<file path="config.mk">
export PLATFORM = sky130hd
export DESIGN_NAME = seg_scan_router
export DESIGN_NICKNAME = d
export VERILOG_FILES = /design/src/rtl/seg_pkg.sv /design/src/rtl/seg_decoder.sv /design/src/rtl/seg_scan_router.sv
export SDC_FILE = /design/constraint.sdc
export NUM_CORES = 1
export LEC_CHECK = 0
export CAP_MARGIN = 30
export CELL_PAD_IN_SITES_DETAIL_PLACEMENT = 0
export CELL_PAD_IN_SITES_GLOBAL_PLACEMENT = 2
export CORE_ASPECT_RATIO = 0.9
export CORE_UTILIZATION = 42
export DETAILED_ROUTE_END_ITERATION = 12
export DONT_BUFFER_PORTS = 1
export GPL_TIMING_DRIVEN = 0
export PLACE_DENSITY_LB_ADDON = 0.3
export SYNTH_ARGS = -nofsm -noshare
export SYNTH_HDL_FRONTEND = slang
export SYNTH_HIERARCHICAL = 1
export SYNTH_SLANG_ARGS = --single-unit
export TNS_END_PERCENT = 5
</file>
<file path="constraint.sdc">
create_clock -name clk -period 2.93 [get_ports clk]
set_input_delay 0.293 -clock clk [delete_from_list [all_inputs] [get_ports clk]]
set_output_delay 0.293 -clock clk [all_outputs]
set_load 0.02 [all_outputs]
</file>
<file path="src/rtl/seg_pkg.sv">
// Shared constants for the seven-segment scan router: hex glyph table, blank code, width helper.
// Glyph bit order is {g,f,e,d,c,b,a}, active-high.
package seg_pkg;

    localparam logic [6:0] SEG_BLANK = 7'h00;

    localparam logic [6:0] GLYPH [16] = '{
        7'h3F, 7'h06, 7'h5B, 7'h4F,
        7'h66, 7'h6D, 7'h7D, 7'h07,
        7'h7F, 7'h6F, 7'h77, 7'h7C,
        7'h39, 7'h5E, 7'h79, 7'h71
    };

    // Counter width for a modulus n; never narrower than one bit.
    function automatic int fw_of(input int n);
        return (n > 1) ? $clog2(n) : 1;
    endfunction

endpackage

</file>
<file path="src/rtl/seg_decoder.sv">
// Combinational 4-bit value to seven-segment glyph lookup.
// Zero latency; no flow control.
module seg_decoder
    import seg_pkg::*;
(
    input  logic [3:0] val,
    output logic [6:0] glyph
);

    assign glyph = GLYPH[val];

endmodule

</file>
<file path="src/rtl/seg_scan_router.sv">
// Time-multiplexed seven-segment router: per-frame input snapshot, XOR/rotate digit permutation, blanked scan.
// seg/digit_en lag the scan counters by one cycle; no backpressure, the scan free-runs.
module seg_scan_router
    import seg_pkg::*;
#(
    parameter int NUM_DIGITS = 4,
    parameter int DIN_W      = 3,
    parameter int SCAN_DIV   = 1000,
    parameter int BLANK      = 2,
    parameter int ROT_DIV    = 250,
    localparam int FW        = fw_of(NUM_DIGITS)
) (
    input  logic                        clk,
    input  logic                        rst_n,
    input  logic [NUM_DIGITS*DIN_W-1:0] din,
    input  logic [FW-1:0]               form,
    input  logic                        rot_en,
    input  logic                        rot_clr,
    output logic [6:0]                  seg,
    output logic [NUM_DIGITS-1:0]       digit_en,
    output logic [FW-1:0]               rot,
    output logic                        frame_start
);

    localparam int PW = fw_of(SCAN_DIV);
    localparam int RW = fw_of(ROT_DIV);

    localparam logic [PW-1:0] PRE_LAST  = PW'(SCAN_DIV - 1);
    localparam logic [PW-1:0] BLANK_END = PW'(BLANK);
    localparam logic [FW-1:0] IDX_LAST  = FW'(NUM_DIGITS - 1);
    localparam logic [RW-1:0] FCNT_LAST = RW'(ROT_DIV - 1);

    logic [PW-1:0]               pre;
    logic [FW-1:0]               idx;
    logic [RW-1:0]               fcnt;
    logic                        started;

    logic [NUM_DIGITS*DIN_W-1:0] din_s;
    logic [FW-1:0]               form_s;
    logic                        rot_en_s;

    logic                        pre_wrap;
    logic                        end_of_frame;
    logic                        load;
    logic [FW-1:0]               ch;
    logic [DIN_W-1:0]            chan_val;
    logic [3:0]                  dec_in;
    logic [6:0]                  glyph;
    logic                        blank;

    assign pre_wrap     = (pre == PRE_LAST);
    assign end_of_frame = pre_wrap && (idx == IDX_LAST);
    // The very first edge out of reset also takes a snapshot so frame 0 shows live data.
    assign load         = !started || end_of_frame;

    // Position idx is mirrored, XOR-permuted by form, then shifted by the rotate offset.
    assign ch       = ((IDX_LAST - idx) ^ form_s) + rot;
    assign chan_val = din_s[ch*DIN_W +: DIN_W];
    assign dec_in   = 4'(chan_val);
    assign blank    = (pre < BLANK_END);

    seg_decoder u_dec (
        .val   (dec_in),
        .glyph (glyph)
    );

    always_ff @(posedge clk or negedge rst_n) begin
        if (!rst_n) begin
            pre      <= '0;
            idx      <= '0;
            fcnt     <= '0;
            rot      <= '0;
            started  <= 1'b0;
            din_s    <= '0;
            form_s   <= '0;
            rot_en_s <= 1'b0;
        end else begin
            started <= 1'b1;

            if (pre_wrap) begin
                pre <= '0;
                idx <= (idx == IDX_LAST) ? '0 : idx + 1'b1;
            end else begin
                pre <= pre + 1'b1;
            end

            if (load) begin
                din_s    <= din;
                form_s   <= form;
                rot_en_s <= rot_en;
            end

            // Clear beats a coincident rotate step.
            if (rot_clr) begin
                rot  <= '0;
                fcnt <= '0;
            end else if (end_of_frame && rot_en_s) begin
                if (fcnt == FCNT_LAST) begin
                    fcnt <= '0;
                    rot  <= rot + 1'b1;
                end else begin
                    fcnt <= fcnt + 1'b1;
                end
            end
        end
    end

    always_ff @(posedge clk or negedge rst_n) begin
        if (!rst_n) begin
            seg         <= SEG_BLANK;
            digit_en    <= '0;
            frame_start <= 1'b0;
        end else begin
            seg         <= blank ? SEG_BLANK : glyph;
            digit_en    <= NUM_DIGITS'(1) << idx;
            frame_start <= load;
        end
    end

endmodule

</file>
# --- After elaboration in Yosys (flattened, before gate mapping) ---
# Memories as Yosys holds them, arrays and structs flattened.
# Index checks and enable logic that the tools add are counted.
totals:
  mem_bits_rw: 0
  memories: 1
  register_bits: 50
  mem_bits_ro: 112
  in_bits: 18
  latchBits: 0
memory_table:
  columns: ["name", "depth", "word_bits", "read_ports", "rd_ports_with_merged_regs", "write_ports", "line", "rtl"]
  rows:
  - ["(no name shown)", 16, 7, 1, 0, 0, "seg_decoder.sv:10", "assign glyph = GLYPH[val];"]
classes:
  add_sub_neg: 6
  n_eq_ne: 3
  bitwise_logic: 2
  multipliers: 1
  shift: 2
  magnitude_cmp: 2
  n_mux: 11
  n_reduce_logical: 7
  div: 0
ops:
  columns: ["cell", "n"]
  rows:
  - ["$mux 8", 3]
  - ["$mux 7", 3]
  - ["$shiftx 12x5->3", 1]
  - ["$add 10x1->10 const B", 1]
  - ["$eq 10x10->1 const B", 1]
  - ["$lt 10x2->1 const B", 1]
  - ["$mux 10", 1]
  - ["$add 8x1->8 const B", 1]
  - ["$eq 8x8->1 const B", 1]
  - ["$mux 2", 4]
  - ["$ge 5x5->1 const B", 1]
  - ["$not 3->5", 1]
  - ["$add 2x1->2 const B", 2]
  - ["$mul 2x2->4 const B", 1]
  - ["$reduce_bool 2->1", 2]
  - ["$shl 1x2->4 const A", 1]
  - ["$add 2x2->2", 1]
  - ["$eq 2x2->1 const B", 1]
  - ["$logic_and 1x1->1", 2]
  - ["$reduce_and 2->1", 1]
  - ["$sub 2x2->2 const A", 1]
  - ["$xor 2x2->2", 1]
  - ["$logic_not 1->1", 1]
  - ["$logic_or 1x1->1", 1]

# --- Depth between registers and ports, before layout ---
logic_depth:
  ltp_word: 10
  depth_mapped: 10
  mapped_depth_nobuf: 10

# --- Modules after synthesis ---
# The synthesis kept the hierarchy.
by_module_without_submodules:
  columns: ["mod", "seq_area_each_um2", "instances", "cells_each", "area_per_inst_um2"]
  rows:
  - ["seg_scan_router", 1251.2, 1, 190, 2285.9]
  - ["seg_decoder", 0.0, 1, 33, 290.3]

# --- Least setup slack after synthesis ---
# No wires, ideal clock.
synth_timing:
  kind: "reg-to-reg"
  from: "register idx[0]"
  to: "register seg[3]"
  path_slack_ps: 347
  t_required_ps: 2811
  setup_ps: 119
  arrival_ps: 2464
  n_path_buf: 0
  path_stages_with_launch: 11
  path_cell_list: "dfrtp_1 xnor2_1 ha_1 xnor2_1 xnor2_1 mux4_2 inv_1 ha_1 inv_1 mux4_1 and2_1"
synth_between:
  elab_chain_len: 10
synth_lines:
  columns: ["item", "line", "rtl"]
  rows:
  - ["start, declared", "seg_scan_router.sv:34", "logic [FW-1:0] idx;"]
  - ["start signal, assigned", "seg_scan_router.sv:82", "idx <= (idx == IDX_LAST) ? '0 : idx + 1'b1;"]
  - ["$sub 2x2->2", "seg_scan_router.sv:57", "assign ch = ((IDX_LAST - idx) ^ form_s) + rot;"]
  - ["$xor 2x2->2", "seg_scan_router.sv:57", null]
  - ["$add 2x2->2", "seg_scan_router.sv:57", null]
  - ["$mul 2x2->4", "seg_scan_router.sv:58", "assign chan_val = din_s[ch*DIN_W +: DIN_W];"]
  - ["$shiftx 12x5->3", "seg_scan_router.sv:58", null]
  - ["via chan_val[1]", "seg_scan_router.sv:46", "logic [DIN_W-1:0] chan_val;"]
  - ["$not 3->5 (not written as such)", "seg_decoder.sv:10", null]
  - ["$mem_v2 16x7", null, null]
  - ["$mux 7 (not written as such) (2 in a row)", "seg_decoder.sv:10", null]
  - ["via glyph[3]", "seg_scan_router.sv:48", "logic [6:0] glyph;"]
  - ["$mux 7", "seg_scan_router.sv:114", "seg <= blank ? SEG_BLANK : glyph;"]
  - ["end signal, assigned", "seg_scan_router.sv:114", null]
  - ["end, declared", "seg_scan_router.sv:19", "output logic [6:0] seg,"]
# The timed path passes the listed nets, and every way through them passes these cells. The select of a mux whose other input is x is not followed.
# A chain may end at the register's enable or synchronous reset.

# --- Worst setup path in the final report ---
# Ends and elaborated chain as after synthesis.

==> out/results.tsv <==
stage	metric	value	unit
status	status	finished, violations left	
finish	share of cells above drive strength 1	0.206	
clock_tree	Clk Tree Root Cell	clkbuf_8	
die	Die H	76.3	um
hold_path	worst hold start	din[7]	
timing	Setup-failing EPs final	0	
detailed_routing	via count	1630	
timing	RSZ-0062 raised after global routing	false	
setup_path	Worst setup SP type	register	
setup_path	WP buf/inv	1	
placement	Placed Instances	297	
synthesis	largest cells by area after synthesis	dfrtp_1 (49%), mux2_2 (7.9%), ha_1 (7.3%)	
clock_tree	clock sink total	50	
finish	Area Growth Syn to Fin	9.81	%
synthesis	top cells by count, synth	dfrtp_1 (50), mux2_2 (18), a21oi_1 (15), ha_1 (15), o21ai_0 (13)	
synthesis	area leader, netlist	dfrtp_1	
setup_path	Worst EP required	3.14	ns
synthesis	synthesized area	2580	um^2
setup_path	Top delay family on crit path	multiplexers	
setup_path	CP max stage delay	0.48	ns
finish	non-filler instance count after layout	308	
detailed_routing	remaining antenna violation count	0	
finish	n_diodes	0	
synthesis	syn avg cell area	11.6	um^2
die	# rows	26	
clock_tree	CTS tree	yes	
hold_path	WHS Path Cells	1	
finish	Total Nets Final	270	
setup_path	r2r endpoint	seg[3]	
detailed_routing	Pre-Repair DR Iteration Count	8	
synthesis	Cells after Synth	223	
synthesis	most numerous cell in the Yosys netlist	dfrtp_1	
detailed_routing	drt total wl	4740	um
clock_tree	# H-tree levels	2	
die	Die Footprint	6450	um^2
clock_tree	Bufs on Longest Clock Path	2	
setup_path	Reg2Reg Setup Slack	0.20	ns
synthesis	top-area cell type share of the netlist area	0.486	
timing	setup TNS	0	ns
timing	fin crit period	2.73	ns
global_route	pin count of the biggest net entering global routing	51	
timing	Fin. Hold Viols	0	
synthesis	post-synth cell types	47	
global_route	vias in the first global route	1638	
setup_path	crit path kind	reg -> reg	
setup_path	WP data arrival	2.95	ns
detailed_routing	WL per Instance	15.4	um
timing	Peak Freq	0.366	GHz
detailed_routing	drt drc	2	
setup_path	Worst R2R Path Depth	9	
clock_tree	clock slew at reported path FFs	0.10	ns
detailed_routing	Via density	5.29	
setup_path	critical-path cell list	xnor2_1 > ha_1 > xnor2_1 > xnor2_2 > mux4_2 > inv_1 > ha_1 > mux4_1 > and2_1	
status	failing checks	design-rule violations	
hold_path	Worst Hold End	din_s[7]	
synthesis	#FFs+latches synth	50	
hold_path	Hold Crit Class	in -> reg	
pwr	Power Density	512	nW/um^2
clock_tree	Clock Latency Late Sink	0.31	ns
global_route	total congestion overflow	0	
placement	detailed placement HPWL	3300	um
synthesis	Ys Warns	6	
die	core area	5790	um^2
synthesis	Post-synth EDFFs	0	
timing	Max Slew Vio Count	0	
setup_path	crit end category	register	
die	Die X	84.6	um
setup_path	Critical Path Fanout Max	5	
synthesis	Main synth FF type	dfrtp_1	
global_route	initial antenna violation count	0	
placement	GP Congestion	0.718	
setup_path	RR Startpoint	idx[0]	
setup_path	Slowest-stage cell, CP	mux4_1	
timing	clk_skew	0.00476	ns
flow_run	total of max-cap violations	0	
finish	Filler cells	539	
synthesis	Async SR Flop Fraction	1.00	
global_route	GRT Overall Usage	0.164	
timing	Setup WS post-layout	0.196	ns
pwr	maximum VDD drop	0.264	mV
detailed_routing	detailed router's first-iteration violation count	29	
timing	period utilization	0.933	
die	Initial Util	0.445	
synthesis	register area share after synthesis	0.486	
die	I/O pins	32	
placement	Place WS	0.0588	ns
pwr	leakage	0.00121	uW
clock_tree	CTS buffer count	5	
global_route	wire length of the first global-routing pass	8230	um
placement	IO buf count	0	
finish	post-layout util	0.489	
-- layout by cell type (no fill, tap or decap), drive strengths merged, types with 7 or more instances in the layout --
master	synthesis	layout
ha	15	15
clkbuf	3	8
xnor2	7	7
and2	10	10
mux2	19	19
inv	9	11
a21oi	15	15
o21ai	13	13
dfrtp	50	50
nand2	12	12
nor2	8	8
-- how the worst max path moves through the flow --
| stage | start | end | slack [ns] | cells after the start |
|---|---|---|---|---|
| after floorplan | idx[0] | seg[3] | 0.35 | 10 |
| after CTS | idx[0] | seg[3] | 0.04 | 10 |
| after detailed placement | idx[0] | seg[3] | 0.06 | 10 |
| final | idx[0] | seg[3] | 0.20 | 9 |
| after global routing | idx[0] | seg[3] | 0.01 | 10 |
| after global placement | rot[0] | seg[3] | 0.04 | 9 |
-- metrics by stage --
stage	power, uW	hold slack, ns	cell area [um^2]
finish	1450	0.122	2830
global route	1520	0.102	2830
CTS	1470	0.111	2810
detailed placement	994	-0.000969	2680
global placement	992	-0.00136	2680
floorplan	958	-0.00259	2590
-- area by class of cell --
type	instances	area, um^2	area share
tap	70	87.6	0.0310
multi-input combinational	161	1270	0.448
clock buffer	5	68.8	0.0243
inverter	9	33.8	0.0119
sequential	50	1250	0.442
timing repair buffer	3	45.0	0.0159
clock inverter	3	28.8	0.0102
buffer	7	46.3	0.0164
-- flip-flops by register name, indices dropped and copies added (netlist names) --
register	count
frame_start	1
digit_en	4
idx	2
form_s	2
rot_en_s	1
seg	7
din_s	12
pre	10
started	1
fcnt	8
rot	2
-- power breakdown --
group	internal, uW	leakage, uW	total [uW]	switching, uW
logic	112	0.000541	210	98.4
registers	738	0.000616	792	54.3
clock network	179	0.0000506	445	266
total	1030	0.00121	1450	418
-- timing repair --
action,CTS,global route
endpoints found under the setup margin,0,1
hold endpoints to repair,50,0
setup buffers,0,1
hold buffers,2,0
resized for setup,0,1
-- cell families after synthesis --
family	share of synthesized area
buf+inv	0.0311
fa+ha+maj	0.0729
flops	0.486
mux	0.129
xor+xnor	0.0306
simple gates	0.168
other cells	0.00292
compound gates	0.0806
-- per-layer routing --
layer | track usage | wire [um] | vias up
met3 | 0.0433 | 192 | 7
met4 | 0.0508 | 59 | 0
met1 | 0.232 | 2410 | 786
met5 | 0 | 0 | -
li1 | - | - | 809
met2 | 0.245 | 2080 | 28
No activity file was read; power rests on OpenSTA's default activity.
